### src/rtl/gold_nic.sv
// Network interface between a PE and the ring router PE port: one outbound and one inbound
// single-entry packet buffer, register-mapped on the PE side, send/ready on the router side.
module gold_nic #(
   parameter int unsigned PACKET_SIZE = 64
) (
   input  logic                   clk,
   input  logic                   reset,
   input  logic [1:0]             addr,
   input  logic [PACKET_SIZE-1:0] d_in,
   output logic [PACKET_SIZE-1:0] d_out,
   input  logic                   nicEn,
   input  logic                   nicWrEn,
   input  logic                   polarity,
   output logic                   net_so,
   input  logic                   net_ro,
   output logic [PACKET_SIZE-1:0] net_do,
   input  logic                   net_si,
   output logic                   net_ri,
   input  logic [PACKET_SIZE-1:0] net_di
);

   localparam logic [1:0] AddrInBuf     = 2'b00;
   localparam logic [1:0] AddrInStatus  = 2'b01;
   localparam logic [1:0] AddrOutBuf    = 2'b10;
   localparam logic [1:0] AddrOutStatus = 2'b11;

   localparam int unsigned VcBit = PACKET_SIZE - 1;

   logic [PACKET_SIZE-1:0] obuf_q, obuf_d;
   logic                   ob_full_q, ob_full_d;
   logic [PACKET_SIZE-1:0] ibuf_q, ibuf_d;
   logic                   ib_full_q, ib_full_d;
   logic [PACKET_SIZE-1:0] d_out_q, d_out_d;

   logic pe_wr;
   logic pe_rd;
   logic ob_wr;
   logic ob_xfer;
   logic ib_accept;
   logic ib_rd;

   assign pe_wr = nicEn & nicWrEn;
   assign pe_rd = nicEn & ~nicWrEn;

   // A write to a full buffer is dropped even if the buffer drains at this same edge.
   assign ob_wr   = pe_wr & (addr == AddrOutBuf) & ~ob_full_q;
   assign ob_xfer = net_so & net_ro;

   assign ib_accept = net_si & ~ib_full_q;
   assign ib_rd     = pe_rd & (addr == AddrInBuf);

   // Only inject when the packet VC matches the router's current external VC.
   assign net_so = ob_full_q & (obuf_q[VcBit] == polarity);
   assign net_do = obuf_q;
   assign net_ri = ~ib_full_q;
   assign d_out  = d_out_q;

   always_comb begin
      obuf_d    = obuf_q;
      ob_full_d = ob_full_q;
      if (ob_wr) begin
         obuf_d    = d_in;
         ob_full_d = 1'b1;
      end else if (ob_xfer) begin
         ob_full_d = 1'b0;
      end
   end

   always_comb begin
      ibuf_d    = ibuf_q;
      ib_full_d = ib_full_q;
      if (ib_accept) begin
         ibuf_d    = net_di;
         ib_full_d = 1'b1;
      end else if (ib_rd) begin
         ib_full_d = 1'b0;
      end
   end

   always_comb begin
      d_out_d = d_out_q;
      if (pe_rd) begin
         unique case (addr)
            AddrInBuf:     d_out_d = ibuf_q;
            AddrInStatus:  d_out_d = {{(PACKET_SIZE-1){1'b0}}, ib_full_q};
            AddrOutBuf:    d_out_d = '0;
            AddrOutStatus: d_out_d = {{(PACKET_SIZE-1){1'b0}}, ob_full_q};
            default:       d_out_d = d_out_q;
         endcase
      end
   end

   always_ff @(posedge clk or negedge reset) begin
      if (!reset) begin
         obuf_q    <= '0;
         ob_full_q <= 1'b0;
         ibuf_q    <= '0;
         ib_full_q <= 1'b0;
         d_out_q   <= '0;
      end else begin
         obuf_q    <= obuf_d;
         ob_full_q <= ob_full_d;
         ibuf_q    <= ibuf_d;
         ib_full_q <= ib_full_d;
         d_out_q   <= d_out_d;
      end
   end

endmodule

### config.mk
export PLATFORM = sky130hd
export DESIGN_NAME = gold_nic
export DESIGN_NICKNAME = d
export VERILOG_FILES = /design/src/rtl/gold_nic.sv
export SDC_FILE = /design/constraint.sdc
export NUM_CORES = 1
export LEC_CHECK = 0
export CAP_MARGIN = 40
export CORE_MARGIN = 1.5
export CORE_UTILIZATION = 60
export DETAILED_ROUTE_END_ITERATION = 7
export DONT_BUFFER_PORTS = 1
export HOLD_SLACK_MARGIN = 0.15
export PLACE_DENSITY = 0.76
export SETUP_SLACK_MARGIN = 0.02
export SYNTH_ARGS = -nofsm -noshare
export SYNTH_HDL_FRONTEND = slang
export SYNTH_SLANG_ARGS = --single-unit
### constraint.sdc
create_clock -name clk -period 2.2 [get_ports clk]
set_input_delay 0.44 -clock clk [delete_from_list [all_inputs] [get_ports clk]]
set_output_delay 0.44 -clock clk [all_outputs]
set_load 0.05 [all_outputs]
Yosys cells after proc, flatten, opt, wreduce, memory -nomap -nowiden
Cells that the tools add are included.
Widths: inputs -> output; s select.
{"block": "totals", "mem_count": 0, "ram_bits": 0, "in_bits": 137, "mem_bits_ro": 0, "word_cells": 28, "out_inout_bits": 130, "latch_bits": 0, "reg_bits": 194}
{"block": "classes", "div": 0, "n_lt_le_gt_ge": 0, "reduce_logical": 3, "eq_ne": 4, "mul": 0, "shift": 0, "bitwise": 11, "muxes": 5, "add_sub_neg": 0}
{"op": "$pmux 64 s4", "count": 1}
{"op": "$and 1x1->1", "count": 8}
{"op": "$eq 2x2->1 const B", "count": 2}
{"op": "$mux 1", "count": 4}
{"op": "$reduce_bool 2->1", "count": 2}
{"op": "$not 1->1", "count": 3}
{"op": "$eq 2x1->1 const B", "count": 1}
{"op": "$logic_not 2->1", "count": 1}
{"op": "$eq 1x1->1", "count": 1}

Longest topological paths before layout
Gate-level depths: netlist of the first run.
{"block": "depth", "word_depth": 5, "ltp_mapped": 5, "ltp_nobuf": 3}

Worst setup path before layout of the first run
No wires, ideal clock.
{"block": "synth_timing", "kind": "reg-to-output", "start": "reg obuf_q[63], in the netlist net_do[63]", "end": "out net_so", "path_buffers": 0, "arrival_time_ns": 1.264, "path_stages_with_launch": 3, "required_time_ns": 1.760, "setup_slack_ns": 0.496, "path_cell_list": "dfrtp_1 -> xnor2_1 -> and2_1"}
{"block": "synth_via", "elab_chain_len": 2}
{"element": "from (decl)", "line": "29", "text": "logic [PACKET_SIZE-1:0] obuf_q, obuf_d;"}
{"element": "from (signal assigned)", "line": "101", "text": "obuf_q <= obuf_d;"}
{"element": "$eq 1x1->1", "line": "53", "text": "assign net_so = ob_full_q & (obuf_q[VcBit] == polarity);"}
{"element": "$and 1x1->1", "line": "53"}
{"element": "to (decl)", "line": "14", "text": "output logic net_so,"}
Every way passes these cells.

Worst setup path in the final report of the first run
Same ends and word-level chain as after synthesis.

==> flow_metrics.py, run 1 <==
metrics = {
    "routing": {
        "antenna_left": 0,
        "drtPass1Iterations": 6,
        "drt_iter0_drc": 193,
        "vias_per_cell": 6.10,
        "drc_errors": 0,
        "dr_total_vias": 3706,
        "drt-total-wl_um": 14500,
        "post_drt_wl_per_cell_um": 23.9,
    },
    "worst_setup_path": {
        "crit_type": "flop to primary output",
        "required_ns": 1.76,
        "crit_fanout": 3,
        "worst_setup_path_end_kind": "primary output",
        "start_kind": "flop",
        "reg2reg_setup_slack_ns": 0.67,
        "reg2reg_depth": 4,
        "arrival_ns": 1.67,
    },
    "power": {
        "p_per_area_nw_per_um2": 1470,
        "max-vdd-ir-drop_uv": 778,
        "p_leak_nw": 3.86,
    },
    "flow_run": {
        "cap_violations": 0,
    },
    "timing": {
        "final-setup-viol-count": 0,
        "timing.final.crit_share_pct": 95.8,
        "slew_headroom_pct": 63.7,
        "hold_slack_ns": -0.285,
        "final.setup_skew_ns": 0.00834,
        "fin_crit_ns": 2.11,
        "hold_viol_final": 194,
        "rsz0062_at_grt": "false",
        "max_slew.worst_pin.slew_ns": 0.545,
        "max_freq_mhz": 475,
        "fin_tns_setup_ns": 0,
        "slew_violations": 0,
    },
    "floorplanning": {
        "fp.dieW_um": 113,
        "io_pins": 267,
        "die_area_um2": 12800,
        "die_h_um": 113,
        "start_util_pct": 61.1,
        "coreArea_um2": 12000,
        "row_count": 40,
    },
    "clock_network": {
        "cts_tree": "yes",
        "htreeDepth": 4,
        "post_cts_buffers": 0,
        "cts_buffers": 17,
        "root_buffer": "clkbuf_16",
        "clock-sinks": 194,
        "clock_latency_ns": 0.42,
        "path_clk_slew_ns": 0.07,
        "clockBufferDepth": 2,
    },
    "logic_synthesis": {
        "synth_top_area_share_pct": 66.5,
        "ys_seq_area_share_pct": 66.5,
        "netlist_instances": 428,
        "yosysTopAreaCell": "dfrtp_1",
        "ys_ff_latch": 194,
        "ys_warn_count": 0,
        "netlist_area_um2": 7300,
        "synth_edf_count": 0,
        "synth_area_leaders": "dfrtp_1 66%, mux2_2 12%, mux2_4 10%",
        "avgSynthCellArea_um2": 17.1,
        "post-synth-top-count-cell": "dfrtp_1",
        "syn_nets": 565,
        "yosysUniqueCellTypes": 22,
        "async_reset_ff_share_pct": 100,
        "synth_flop_cell": "dfrtp_1",
        "synth_common_cells": "194 x dfrtp_1, 80 x mux2_2, 63 x a22o_1",
    },
    "placement": {
        "gp_congestion": 0.743,
        "dp_cells": 554,
        "io_buffers": 0,
        "hpwl_um": 9370,
    },
    "cells_and_area": {
        "area_delta_synth_final_pct": 12.3,
        "drive_above_1_share_pct": 36.7,
        "finalNonFillerCells": 608,
        "finish.utilization_pct": 68.6,
        "nNetsFinal": 584,
    },
    "global_routing": {
        "grt_max_degree": 195,
        "grt_pass1_wl_um": 21600,
        "grt.overflow.total": 0,
        "grtUsageTotal_pct": 22.2,
        "grt_antenna_before_repair": 1,
        "grt_pass1_vias": 3703,
    },
    "hold_path": {
        "min_path_type": "input port to async pin",
    },
    "status": {
        "violations": "hold timing",
        "status": "finished, violations left",
    },
}
[stage by stage]
step / area [µm²] / hold WS, ns / power, mW / worst slack [ns]
4_1_cts: 8020 / -0.305 / 12.1 / 0.129
6_report: 8200 / -0.285 / 12.1 / 0.0931
2_1_floorplan: 7300 / 0.144 / 8.71 / 0.496
5_1_grt: 8200 / -0.313 / 12.5 / 0.0197
3_5_place_dp: 7420 / 0.148 / 9.19 / 0.455
3_3_place_gp: 7420 / 0.149 / 9.03 / 0.458
[area by class of cell]
type                       instances  area (µm²)
sequential                       194        4860
fill                             796        3760
multi-input combinational        205        2290
clock buffer                      24         492
timing repair buffer              27         293
tap                              147         184
clock inverter                     8        75.1
inverter                           2        7.51
antenna                            1        2.50
[final timing paths]
| check | startpoint | endpoint |
|---|---|---|
| worst max register to register | ob_full_q$_DFFE_PN0P_ | net_do[44]$_DFFE_PN0P_ |
| max in group asynchronous | reset | d_out[2]$_DFFE_PN0P_ |
| worst min register to register | ibuf_q[13]$_DFFE_PN0P_ | d_out[13]$_DFFE_PN0P_ |
| min in group clk | net_di[16] | ibuf_q[16]$_DFFE_PN0P_ |
| worst min-delay path | reset | net_do[53]$_DFFE_PN0P_ |
| worst max-delay path | net_do[63]$_DFFE_PN0P_ | net_so |
[cells by family (layout without fill, tap and decap cells)]
kind of cell	Yosys count	after routing	share of synthesized area, %
AND/OR/NAND/NOR	8	8	0.720
multiplexers	129	129	22.4
AO/OA/AOI/OAI	67	67	7.98
other	0	1	0
buffers and inverters	29	61	2.31
flip-flops	194	194	66.5
XOR/XNOR	1	1	0.120
[critical path: stages, from the launching register on]
cell     delay, ns
dfrtp_2       0.53
xnor2_1       0.24
and2_1        0.48
[metal layers]
metal | wire [µm] | GRT usage (%) | vias to the layer above
met3 | 1500 | 11.0 | 19
met2 | 7240 | 34.9 | 171
li1 | - | - | 1587
met1 | 5540 | 27.4 | 1929
met5 | 0 | 0 | -
met4 | 229 | 6.75 | 0
[power breakdown]
part           internal, mW  leakage, nW  switching, mW  total [mW]
Clock                  1.68        0.281           1.24        2.92
Combinational          1.20         1.17          0.547        1.74
Sequential             4.68         2.41           2.71        7.40
Total                  7.56         3.86           4.50        12.1
[sequential cells by signal, indices dropped and copies added, names as in the netlist]
| signal | cells |
|---|---|
| ibuf_q | 64 |
| ib_full_q | 1 |
| d_out | 64 |
| ob_full_q | 1 |
| net_do | 64 |
[repair_timing]
action | 4_1_cts | 5_1_grt
resized for setup | 1 | 0
endpoints found under the setup margin | 1 | 0
hold buffers | 3 | 18
hold endpoints to repair | 197 | 212
[cells in the final DEF (no fill, tap or decap), drive strengths merged]
master,netlist,layout
nor2b,1,1
a221oi,1,1
clkinvlp,0,1
o21bai,1,1
a21oi,1,1
a21bo,1,1
clkbuf,1,24
buf,26,6
xnor2,1,1
dlygate4sd3,0,21
inv,2,4
clkinv,0,4
mux2,129,129
nor2,2,2
diode,0,1
nand4,1,1
bufinv,0,1
nand2b,1,1
nor3,1,1
and2,1,1
dfrtp,194,194
a22o,63,63
nand2,1,1
Note: power is estimated with default switching activity, not from simulation.
==> run 2: changes to the inputs <==
==> constraint.sdc (replaced) <==
create_clock -name clk -period 2.35 [get_ports clk]
set_input_delay 0.47 -clock clk [delete_from_list [all_inputs] [get_ports clk]]
set_output_delay 0.47 -clock clk [all_outputs]
set_load 0.05 [all_outputs]
==> run 2 against run 1 <==
  * The flow still finishes with violations (hold timing)
  * Hold slack improved by 0.026 ns
  * Routed wire length is 2.2% lower
  * Cell count fell by 3.5%
  * Combinational power is 8% lower
  * Clock-buffer cell count down 1
  * Setup slack improved by 0.028 ns
  * Clock power shrank 3%
  * Sequential share of layout area increased by 1.4 points
  * Critical endpoint unchanged
==> flow_metrics.py, run 2 (same netlist as run 1, synthesis figures left out) <==
metrics = {
    "cells_and_area": {
        "area_delta_synth_final_pct": 9.64,
        "nNetsFinal": 564,
        "final_common_cell": "dfrtp_1",
        "layout_common_cells": "194 x dfrtp_1, 80 x mux2_2, 63 x a22o_1",
        "drive_above_1_share_pct": 38.3,
        "finalNonFillerCells": 587,
    },
    "worst_setup_path": {
        "reg2reg_depth": 4,
        "crit_fanout": 3,
        "reg2reg_setup_slack_ns": 0.86,
        "worst_setup_path_end_kind": "primary output",
        "rr_startpoint": "ob_full_q$_DFFE_PN0P_",
        "arrival_ns": 1.76,
        "crit_type": "flop to primary output",
        "crit_start": "net_do[63]$_DFFE_PN0P_",
        "regToRegEndpoint": "net_do[45]$_DFFE_PN0P_",
        "start_kind": "flop",
        "required_ns": 1.88,
    },
    "routing": {
        "drtPass1Iterations": 4,
        "drc_errors": 0,
        "post_drt_wl_per_cell_um": 24.2,
        "drt_iter0_drc": 271,
        "drt-total-wl_um": 14200,
        "dr_total_vias": 3602,
        "vias_per_cell": 6.14,
        "antenna_left": 0,
    },
    "floorplanning": {
        "die_area_um2": 12800,
        "start_util_pct": 61.1,
        "coreArea_um2": 12000,
        "fp.dieW_um": 113,
        "die_h_um": 113,
        "row_count": 40,
        "io_pins": 267,
    },
    "timing": {
        "final.setup_skew_ns": 0.00865,
        "slew_headroom_pct": 61.9,
        "hold_slack_ns": -0.259,
        "max_slew.worst_pin.slew_ns": 0.571,
        "worst_slack_ns": 0.121,
        "max_freq_mhz": 449,
        "fin_crit_ns": 2.23,
        "rsz0062_at_grt": "false",
        "fin_tns_setup_ns": 0,
        "hold_viol_final": 194,
        "timing.final.crit_share_pct": 94.9,
        "slew_violations": 0,
        "final-setup-viol-count": 0,
    },
    "clock_network": {
        "path_clk_slew_ns": 0.07,
        "htreeDepth": 4,
        "clockBufferDepth": 2,
        "post_cts_buffers": 0,
        "clock_latency_ns": 0.42,
        "cts_resized": 0,
        "cts_tree": "yes",
        "clock-sinks": 194,
        "cts_buffers": 17,
        "root_buffer": "clkbuf_16",
    },
    "global_routing": {
        "grt.overflow.total": 0,
        "grt_antenna_before_repair": 1,
        "grt_max_degree": 195,
        "grt_pass1_vias": 3722,
        "grtUsageTotal_pct": 22.6,
        "grt_pass1_wl_um": 21700,
    },
    "placement": {
        "gp_congestion": 0.728,
        "dp_cells": 555,
        "place_ws_ns": 0.566,
        "hpwl_um": 9400,
        "io_buffers": 0,
    },
    "power": {
        "max-vdd-ir-drop_uv": 832,
        "p_leak_nw": 3.78,
        "p_per_area_nw_per_um2": 1420,
        "p_total_mw": 11.3,
    },
    "status": {
        "status": "finished, violations left",
        "violations": "hold timing",
    },
    "flow_run": {
        "cap_violations": 0,
    },
    "hold_path": {
        "min_path_type": "input port to async pin",
    },
}
run 2: cell count changes in the layout (fill, tap and decap cells not counted), sizes merged:
cell / delta
dlygate4sd3: -21
buf: +1
bufinv: +1
clkinvlp: -1
clkbuf: -1
run 2: area by class of cell:
| cell class | instances | area, µm² |
|---|---|---|
| inverter | 2 | 7.51 |
| timing repair buffer | 7 | 90.1 |
| tap | 147 | 184 |
| clock inverter | 8 | 101 |
| multi-input combinational | 205 | 2290 |
| clock buffer | 23 | 478 |
| antenna | 1 | 2.50 |
| fill | 821 | 3950 |
| sequential | 194 | 4850 |
run 2: per-stage QoR:
step,area [µm²],utilization [%]
after CTS,8010,66.9
after floorplan,7300,-
after global routing,8010,66.9
after global placement,7430,62.1
final,8010,67.0
after detailed placement,7430,62.1
run 2: report_power, final:
group,switching [mW],leakage (nW),internal [mW]
Clock,1.18,0.288,1.65
Sequential,2.54,2.41,4.38
Combinational,0.507,1.09,1.10
Total,4.22,3.78,7.13
run 2: how the worst max path moves through the flow:
stage          cells past startpoint  slack, ns     end
6_report                           2       0.12  net_so
2_1_floorplan                      2       0.62  net_so
3_5_place_dp                       2       0.57  net_so
3_3_place_gp                       2       0.58  net_so
4_1_cts                            2       0.09  net_so
5_1_grt                            2       0.05  net_so
run 2: critical path, stage by stage, from the launching register on:
cell and delay [ns]:
dfrtp_1 0.66, xnor2_1 0.20, and2_1 0.47
run 2: per-layer routing:
layer | share of wire, % | global-route usage [%] | up-vias
li1 | - | - | 1552
met1 | 39 | 27.9 | 1867
met2 | 49 | 34.7 | 166
met3 | 10 | 10.4 | 17
met4 | 1.5 | 9.33 | 0
met5 | 0 | 0 | -
